File: config.mk
export PLATFORM = sky130hd
export DESIGN_NAME = sram_client_port
export DESIGN_NICKNAME = d
export VERILOG_FILES = /design/src/rtl/sram_client_pkg.sv /design/src/rtl/sram_grant_ctr.sv /design/src/rtl/sram_client_port.sv
export SDC_FILE = /design/constraint.sdc
export NUM_CORES = 1
export LEC_CHECK = 0
export ABC_AREA = 0
export BUFFER_PORTS_ARGS = -buffer_cell sky130_fd_sc_hd__buf_2
export CAP_MARGIN = 25
export CORE_UTILIZATION = 45
export CTS_CLUSTER_SIZE = 20
export DETAILED_ROUTE_END_ITERATION = 8
export GPL_TIMING_DRIVEN = 1
export PLACE_DENSITY = 0.78
export SLEW_MARGIN = 20
export SYNTH_ARGS = -nofsm -noshare
export SYNTH_HDL_FRONTEND = slang
export SYNTH_SLANG_ARGS = --single-unit
File: constraint.sdc
create_clock -name clka -period 1.75 [get_ports clka]
set_input_delay 0.0875 -clock clka [delete_from_list [all_inputs] [get_ports clka]]
set_output_delay 0.0875 -clock clka [all_outputs]
set_load 0.01 [all_outputs]
File: src/rtl/sram_client_pkg.sv
// Shared types and constants for the SRAM client port and its grant counter.
package sram_client_pkg;

  localparam int SRAM_AW = 19;
  localparam int SRAM_DW = 8;

  localparam logic [SRAM_DW-1:0] ABORT_RDATA = 8'hFF;

  typedef enum logic [1:0] {
    IDLE  = 2'd0,
    ISSUE = 2'd1,
    CAPT  = 2'd2
  } state_e;

endpackage

File: src/rtl/sram_grant_ctr.sv
// Consecutive-grant counter for one SRAM client port; with SRAM_CLIENT_TIMEOUT_EN
// defined it also counts stall edges and raises abort after MAX_STALL of them.
module sram_grant_ctr
  import sram_client_pkg::*;
#(
  parameter int EN_CYCLES = 2,
  parameter int MAX_STALL = 255
) (
  input  logic clka,
  input  logic rst_n,
  input  logic start_i,
  input  logic active_i,
  input  logic hp_busy_i,
  output logic done_o,
  output logic abort_o
);

  localparam int            GW     = $clog2(EN_CYCLES + 1);
  localparam logic [GW-1:0] G_MAX  = GW'(EN_CYCLES);
  localparam logic [GW-1:0] G_LAST = GW'(EN_CYCLES - 1);
  localparam logic [GW-1:0] G_ONE  = GW'(1);

  if (EN_CYCLES < 1 || MAX_STALL < 1 || MAX_STALL > 255) begin : g_bad_param
    $error("sram_grant_ctr: EN_CYCLES must be >= 1 and MAX_STALL within 1..255");
  end

  logic [GW-1:0] gcnt_q, gcnt_d;

  // A stall breaks the run: the strobe must see EN_CYCLES serviced edges in a row.
  always_comb begin
    gcnt_d = gcnt_q;
    if (start_i) begin
      gcnt_d = '0;
    end else if (active_i) begin
      if (hp_busy_i)            gcnt_d = '0;
      else if (gcnt_q != G_MAX) gcnt_d = gcnt_q + G_ONE;
    end
  end

  always_ff @(posedge clka or negedge rst_n) begin
    if (!rst_n) gcnt_q <= '0;
    else        gcnt_q <= gcnt_d;
  end

  assign done_o = active_i && !hp_busy_i && (gcnt_q == G_LAST);

`ifdef SRAM_CLIENT_TIMEOUT_EN
  localparam logic [7:0] S_LAST = 8'(MAX_STALL - 1);

  logic [7:0] scnt_q, scnt_d;

  always_comb begin
    scnt_d = scnt_q;
    if (start_i) begin
      scnt_d = '0;
    end else if (active_i && hp_busy_i && scnt_q != 8'hFF) begin
      scnt_d = scnt_q + 8'd1;
    end
  end

  always_ff @(posedge clka or negedge rst_n) begin
    if (!rst_n) scnt_q <= '0;
    else        scnt_q <= scnt_d;
  end

  assign abort_o = active_i && hp_busy_i && (scnt_q == S_LAST);
`else
  assign abort_o = 1'b0;
`endif

endmodule

File: src/rtl/sram_client_port.sv
// Requester-side front end for one port of the shared external-SRAM arbiter.
// Optional stall timeout is enabled by defining SRAM_CLIENT_TIMEOUT_EN.
module sram_client_port
  import sram_client_pkg::*;
#(
  parameter int EN_CYCLES = 2,
  parameter int MAX_STALL = 255
) (
  input  logic               clka,
  input  logic               rst_n,
  input  logic               req_valid,
  output logic               req_ready,
  input  logic               req_we,
  input  logic [SRAM_AW-1:0] req_addr,
  input  logic [SRAM_DW-1:0] req_wdata,
  output logic               rsp_rvalid,
  output logic               rsp_wdone,
  output logic [SRAM_DW-1:0] rsp_rdata,
  output logic               rsp_err,
  output logic               sram_en,
  output logic               sram_we,
  output logic [SRAM_AW-1:0] sram_addr,
  output logic [SRAM_DW-1:0] sram_din,
  input  logic [SRAM_DW-1:0] sram_dout,
  input  logic               hp_busy
);

  state_e             state_q, state_d;
  logic               en_q, en_d;
  logic               we_q, we_d;
  logic [SRAM_AW-1:0] addr_q, addr_d;
  logic [SRAM_DW-1:0] din_q, din_d;
  logic               rvalid_q, rvalid_d;
  logic               wdone_q, wdone_d;
  logic [SRAM_DW-1:0] rdata_q, rdata_d;
  logic               err_q, err_d;
  logic               accept, done, abort;

  assign accept = (state_q == IDLE) && req_valid;

  sram_grant_ctr #(
    .EN_CYCLES (EN_CYCLES),
    .MAX_STALL (MAX_STALL)
  ) u_grant_ctr (
    .clka      (clka),
    .rst_n     (rst_n),
    .start_i   (accept),
    .active_i  (state_q == ISSUE),
    .hp_busy_i (hp_busy),
    .done_o    (done),
    .abort_o   (abort)
  );

  always_comb begin
    state_d  = state_q;
    en_d     = en_q;
    we_d     = we_q;
    addr_d   = addr_q;
    din_d    = din_q;
    rdata_d  = rdata_q;
    rvalid_d = 1'b0;
    wdone_d  = 1'b0;
    err_d    = 1'b0;
    unique case (state_q)
      IDLE: begin
        if (req_valid) begin
          state_d = ISSUE;
          en_d    = 1'b1;
          we_d    = req_we;
          addr_d  = req_addr;
          din_d   = req_wdata;
        end
      end
      ISSUE: begin
        // we_q still identifies the transaction type on the closing edge.
        if (abort) begin
          state_d = IDLE;
          en_d    = 1'b0;
          we_d    = 1'b0;
          err_d   = 1'b1;
          if (we_q) begin
            wdone_d = 1'b1;
          end else begin
            rvalid_d = 1'b1;
            rdata_d  = ABORT_RDATA;
          end
        end else if (done) begin
          en_d = 1'b0;
          we_d = 1'b0;
          if (we_q) begin
            state_d = IDLE;
            wdone_d = 1'b1;
          end else begin
            state_d = CAPT;
          end
        end
      end
      CAPT: begin
        state_d  = IDLE;
        rdata_d  = sram_dout;
        rvalid_d = 1'b1;
      end
      default: state_d = IDLE;
    endcase
  end

  always_ff @(posedge clka or negedge rst_n) begin
    if (!rst_n) begin
      state_q  <= IDLE;
      en_q     <= 1'b0;
      we_q     <= 1'b0;
      addr_q   <= '0;
      din_q    <= '0;
      rvalid_q <= 1'b0;
      wdone_q  <= 1'b0;
      rdata_q  <= '0;
      err_q    <= 1'b0;
    end else begin
      state_q  <= state_d;
      en_q     <= en_d;
      we_q     <= we_d;
      addr_q   <= addr_d;
      din_q    <= din_d;
      rvalid_q <= rvalid_d;
      wdone_q  <= wdone_d;
      rdata_q  <= rdata_d;
      err_q    <= err_d;
    end
  end

  assign req_ready  = (state_q == IDLE);
  assign sram_en    = en_q;
  assign sram_we    = we_q;
  assign sram_addr  = addr_q;
  assign sram_din   = din_q;
  assign rsp_rvalid = rvalid_q;
  assign rsp_wdone  = wdone_q;
  assign rsp_rdata  = rdata_q;
  assign rsp_err    = err_q;

endmodule

Yosys cells after proc, flatten, opt, wreduce, memory -nomap -nowiden
Index checks and enable logic that the tools add are counted.

operators by class
  $add $sub $neg = 1
  equality and inequality tests = 6
  multiplexer cells = 17
  reductions and logical operators = 12

operators by type and width
  operator               number
  $mux W2                7
  $mux W1                7
  $ne A2 B2 Y1 const B   3
  $reduce_and A2 Y1      3
  $eq A2 B1 Y1 const B   2
  $pmux W1 S2            2
  $pmux W2 S2            1
  $reduce_bool A2 Y1     2
  $logic_and A1 B1 Y1    3
  $reduce_and A3 Y1      1
  $reduce_bool A3 Y1     1
  $add A2 B1 Y2 const B  1
  $eq A2 B2 Y1 const B   1
  $logic_not A2 Y1       1
  $logic_not A1 Y1       1

word-level totals
  register bits = 43
  input port bits = 40
  output and inout port bits = 41
  logic and storage cells = 45

Logic depth before layout (Yosys ltp)
  word-level depth = 5
  gate-level depth with buffers = 5
  depth with buffers taken out = 5

Cells and area by module
A second synthesis with hierarchy kept.

second synthesis, totals
  cells, all modules = 138
  area, all modules = 1976.9 sq um

by module, submodules not included
  module            times used  cells each  area each (sq um)  sequential area each (sq um)
  sram_client_port  1           118         1814.2             1051.0
  sram_grant_ctr    1           20          162.7              50.0

Worst setup path before layout
No wires, ideal clock.

  kind = flip-flop to flip-flop
  from = register state_q[1]
  to = register addr_q[0], in the netlist sram_addr[0]
  library setup time = 0.125 ns
  arrival = 1.255 ns
  data required time = 1.625 ns
  slack = 0.370 ns
  stages on the path, launching flop included = 4
  buffers on the path = 1
  clock period less this slack = 1.380 ns
  cell sequence = dfrtp_1 -> nor3b_4 -> buf_6 -> mux2_2

between the ends
  word-level cells in the longest chain between the ends = 2

ends and longest elaborated chain
  what                         line                     source
  start, declared              sram_client_port.sv:28   state_e state_q, state_d;
  start signal, assigned       sram_client_port.sv:119  state_q <= state_d;
  $logic_not A2 Y1             sram_client_port.sv:64   unique case (state_q)
  $reduce_and A2 Y1 (no line)  -
  end signal, assigned         sram_client_port.sv:122  addr_q <= addr_d;
  end, declared                sram_client_port.sv:31   logic [SRAM_AW-1:0] addr_q, addr_d;

No other way between the ends.
A chain may end at the register's enable or synchronous reset.

Final worst setup path
  from = register u_grant_ctr.gcnt_q[0]
  to = register u_grant_ctr.gcnt_q[1]

between the ends
  word-level cells in the longest chain between the ends = 5
  elaborated cells on any way between the ends = 8
  those cells by class = add/sub (1); eq/ne (1); mux (4); reduce/logical (2)

ends and longest elaborated chain
  what                    line                  source
  start, declared         sram_grant_ctr.sv:27  logic [GW-1:0] gcnt_q, gcnt_d;
  start signal, assigned  sram_grant_ctr.sv:42  else gcnt_q <= gcnt_d;
  $add A2 B1 Y2           sram_grant_ctr.sv:36  else if (gcnt_q != G_MAX) gcnt_d = gcnt_q + G_ONE;
  $mux W2                 sram_grant_ctr.sv:36
  $mux W2                 sram_grant_ctr.sv:35  if (hp_busy_i) gcnt_d = '0;
  $mux W2                 sram_grant_ctr.sv:34  end else if (active_i) begin
  $mux W2                 sram_grant_ctr.sv:32  if (start_i) begin

Several ways; a longest one is shown, not always the timed one. The select of a mux whose other input is x is not followed.

==> results.sh <==
export IMPL_outcome="finished, final reports clean"
export IMPL_cts_sinks=43
export IMPL_path_clk_slew_ps=70
export IMPL_cts_path_max_buffers=2
export IMPL_fmax_ghz=0.705
export IMPL_first_iter_violations=35
export IMPL_yosys_register_bits=43
export IMPL_gp_congestion=0.701
export IMPL_finalHoldViolations=0
export IMPL_synthCells=108
export IMPL_routed_wl_mm=3.03
export IMPL_drive_gt1_frac=0.639
export IMPL_area_delta_synth_final_pct=32.7
export IMPL_final_area_mm2=0.00224
export IMPL_relSlewSlack=0.395
export IMPL_htreeDepth=2
export IMPL_synth_top_area_share=0.637
export IMPL_synth_flop_cell="dfrtp_1"
export IMPL_ant_nets=0
export IMPL_worstHoldPathType="in2reg"
export IMPL_cts_inserted_buffers=5
export IMPL_vdd_drop_max_uv=789
export IMPL_dpl_hpwl_mm=2.23
export IMPL_yosys_area_top_type="dfrtp_1"
export IMPL_vias_per_cell=4.73
export IMPL_grt_pass1_vias=1167
export IMPL_p_leak_uw=0.00112
export IMPL_rsz0062_at_grt="false"
export IMPL_finalNetCount=235
export IMPL_async_flop_share=1.00
export IMPL_grt_pass1_wl_mm=5.02
export IMPL_cts_tree="done"
export IMPL_slowest_stage="or4_1"
export IMPL_antenna_found_initial=0
export IMPL_maxCapViolCount=0
export IMPL_first_pass_iters=4
export IMPL_synth_edff_count=0
export IMPL_setup_tns_ps=0
export IMPL_fp_dieH_um=63.3
export IMPL_synth_most_common_cell="dfrtp_1"
export IMPL_syn_mean_instance_area_um2=15.6
export IMPL_synth_area_mm2=0.00169
export IMPL_synth_distinct_cells=21
export IMPL_cp_top_family="simple AND/OR/NAND/NOR gates"
export IMPL_fin_crit_ps=1420
export IMPL_cellPowerDensity_mw_per_mm2=1730
export IMPL_critPathBufInv=1
export IMPL_cp_start_kind="flop"
export IMPL_cp_required_ps=1960
export IMPL_row_count=21
export IMPL_port_buffers=79
export IMPL_placed_cell_area_mm2=0.00213
export IMPL_holdWs_ps=29.7
export IMPL_critPathMaxFanout=4
export IMPL_report_final_slew_viol_count=0
export IMPL_dieArea_mm2=0.00400
export IMPL_track_usage=0.163
export IMPL_diodes=0
export IMPL_clock_latency_ps=280
export IMPL_stdcell_count=240
export IMPL_dieWidth_um=63.3
export IMPL_start_util=0.487
export IMPL_grt_max_degree=44
export IMPL_coreArea_mm2=0.00347
export IMPL_ioPinCount=81
export IMPL_cp_end_kind="flop"
export IMPL_dp_cells=231
export IMPL_critPathKind="reg2reg"
export IMPL_yosysWarningCount=0
export IMPL_syn_num_nets=150
export IMPL_cts_resized=0
export IMPL_via_count=1136
export IMPL_synthTopCellsByCount="43 x dfrtp_1, 34 x mux2_2, 3 x buf_6, 3 x nor2_1, 3 x nor2b_1"
export IMPL_cpPeakStageDelay_ps=470
export IMPL_synth_area_top_cells="dfrtp_1 64%, mux2_2 23%, buf_6 2.0%, ha_1 1.5%, nor2b_1 1.1%"
export IMPL_cts_root_buf="clkbuf_8"
export IMPL_tightest_slew_ps=908
export IMPL_fin_crit_sh=0.810
export IMPL_overflow=0
export IMPL_fin_skew_ps=5.52
export IMPL_yosysSeqAreaShare=0.637
export IMPL_worstPathCellList="inv_1 -> ha_1 -> or4_1 -> a21oi_1"
export IMPL_setup_viol=0
export IMPL_fin_util=0.646
export IMPL_critical_path_arrival_ps=1630
export IMPL_wl_per_cell_um=12.6
export IMPL_post_route_drc_count=0
[path summary, 6_finish.rpt]
check                                           start               endpoint  slack (ps)  cells after the start
worst max-delay path            u_grant_ctr.gcnt_q[0]  u_grant_ctr.gcnt_q[1]         330                      4
worst min-delay path                     req_wdata[1]            sram_din[1]          30                      2
worst max register to register  u_grant_ctr.gcnt_q[0]  u_grant_ctr.gcnt_q[1]         330                      4
worst min register to register                sram_we             state_q[1]         470                      1
max in group asynchronous                       rst_n           sram_addr[4]         700                      2
min in group asynchronous                       rst_n           rsp_rdata[0]         490                      2
[state kept, by name, summed over array words and instances (netlist names)]
register / count
rsp_rvalid: 1
rsp_rdata: 8
rsp_wdone: 1
state_q: 2
sram_en: 1
sram_addr: 19
sram_din: 8
sram_we: 1
u_grant_ctr.gcnt_q: 2
[power breakdown]
part	internal, uW	leakage [uW]	switching (uW)	total, uW
Clock	360	0.0000515	288	647
Sequential	1470	0.000522	242	1710
Combinational	830	0.000551	692	1520
Total	2660	0.00112	1220	3880
[worst reg2reg max path, cell delays in order (launching register included)]
cell and delay, ps:
dfrtp_1 380, inv_1 60, ha_1 290, or4_1 470
a21oi_1 150
[timing repair]
action                    in CTS  in global routing
hold buffers                   1                  0
hold endpoints to repair      43                  0
setup buffers                  0                  0
[placed cells by master (no fill, tap or decap)]
cell           synthesis  layout
buf_2                  1      79
clkbuf_8               0       7
o21ai_0                2       2
buf_4                  1       2
nor3b_4                1       1
and2_1                 1       1
o21bai_1               1       1
nor2b_1                3       3
a21oi_1                2       2
clkbuf_1               0       1
mux2_1                 1       1
dlygate4sd3_1          0       1
buf_12                 0       1
a22o_1                 1       1
or4_1                  2       2
inv_1                  2       2
conb_1                 1       1
nor4bb_1               1       1
dfrtp_1               43      43
mux2_2                34      34
ha_1                   2       2
a21o_1                 1       1
nand2b_1               2       2
nor2_1                 3       3
[kinds of logic after synthesis]
logic type | share of synthesized area
adder cells (fa/ha/maj) | 0.0148
multiplexers | 0.233
other | 0.00222
AO/OA/AOI/OAI | 0.0259
buffers and inverters | 0.0319
AND/OR/NAND/NOR | 0.0548
flip-flops | 0.637
[layer usage]
metal | GRT usage | share of wire | vias to the layer above
met5 | 0 | 0 | -
met2 | 0.281 | 0.48 | 61
met4 | 0.0426 | 0.0040 | 0
met1 | 0.194 | 0.43 | 531
li1 | - | - | 542
met3 | 0.0562 | 0.090 | 2
[per-stage QoR]
stage	worst slack (ps)	total power, uW
final	332	3880
after global routing	231	4150
after CTS	325	3940
after detailed placement	328	3270
after global placement	380	3180
after floorplan	370	2630
[cell type report]
cell class	count	area (um2)
inverter	2	7.51
multi-input combinational	58	559
clock buffer	8	100
fill	274	1230
tap	46	57.6
sequential	43	1080
timing repair buffer	83	440
No activity file was read; power rests on OpenSTA's default activity.
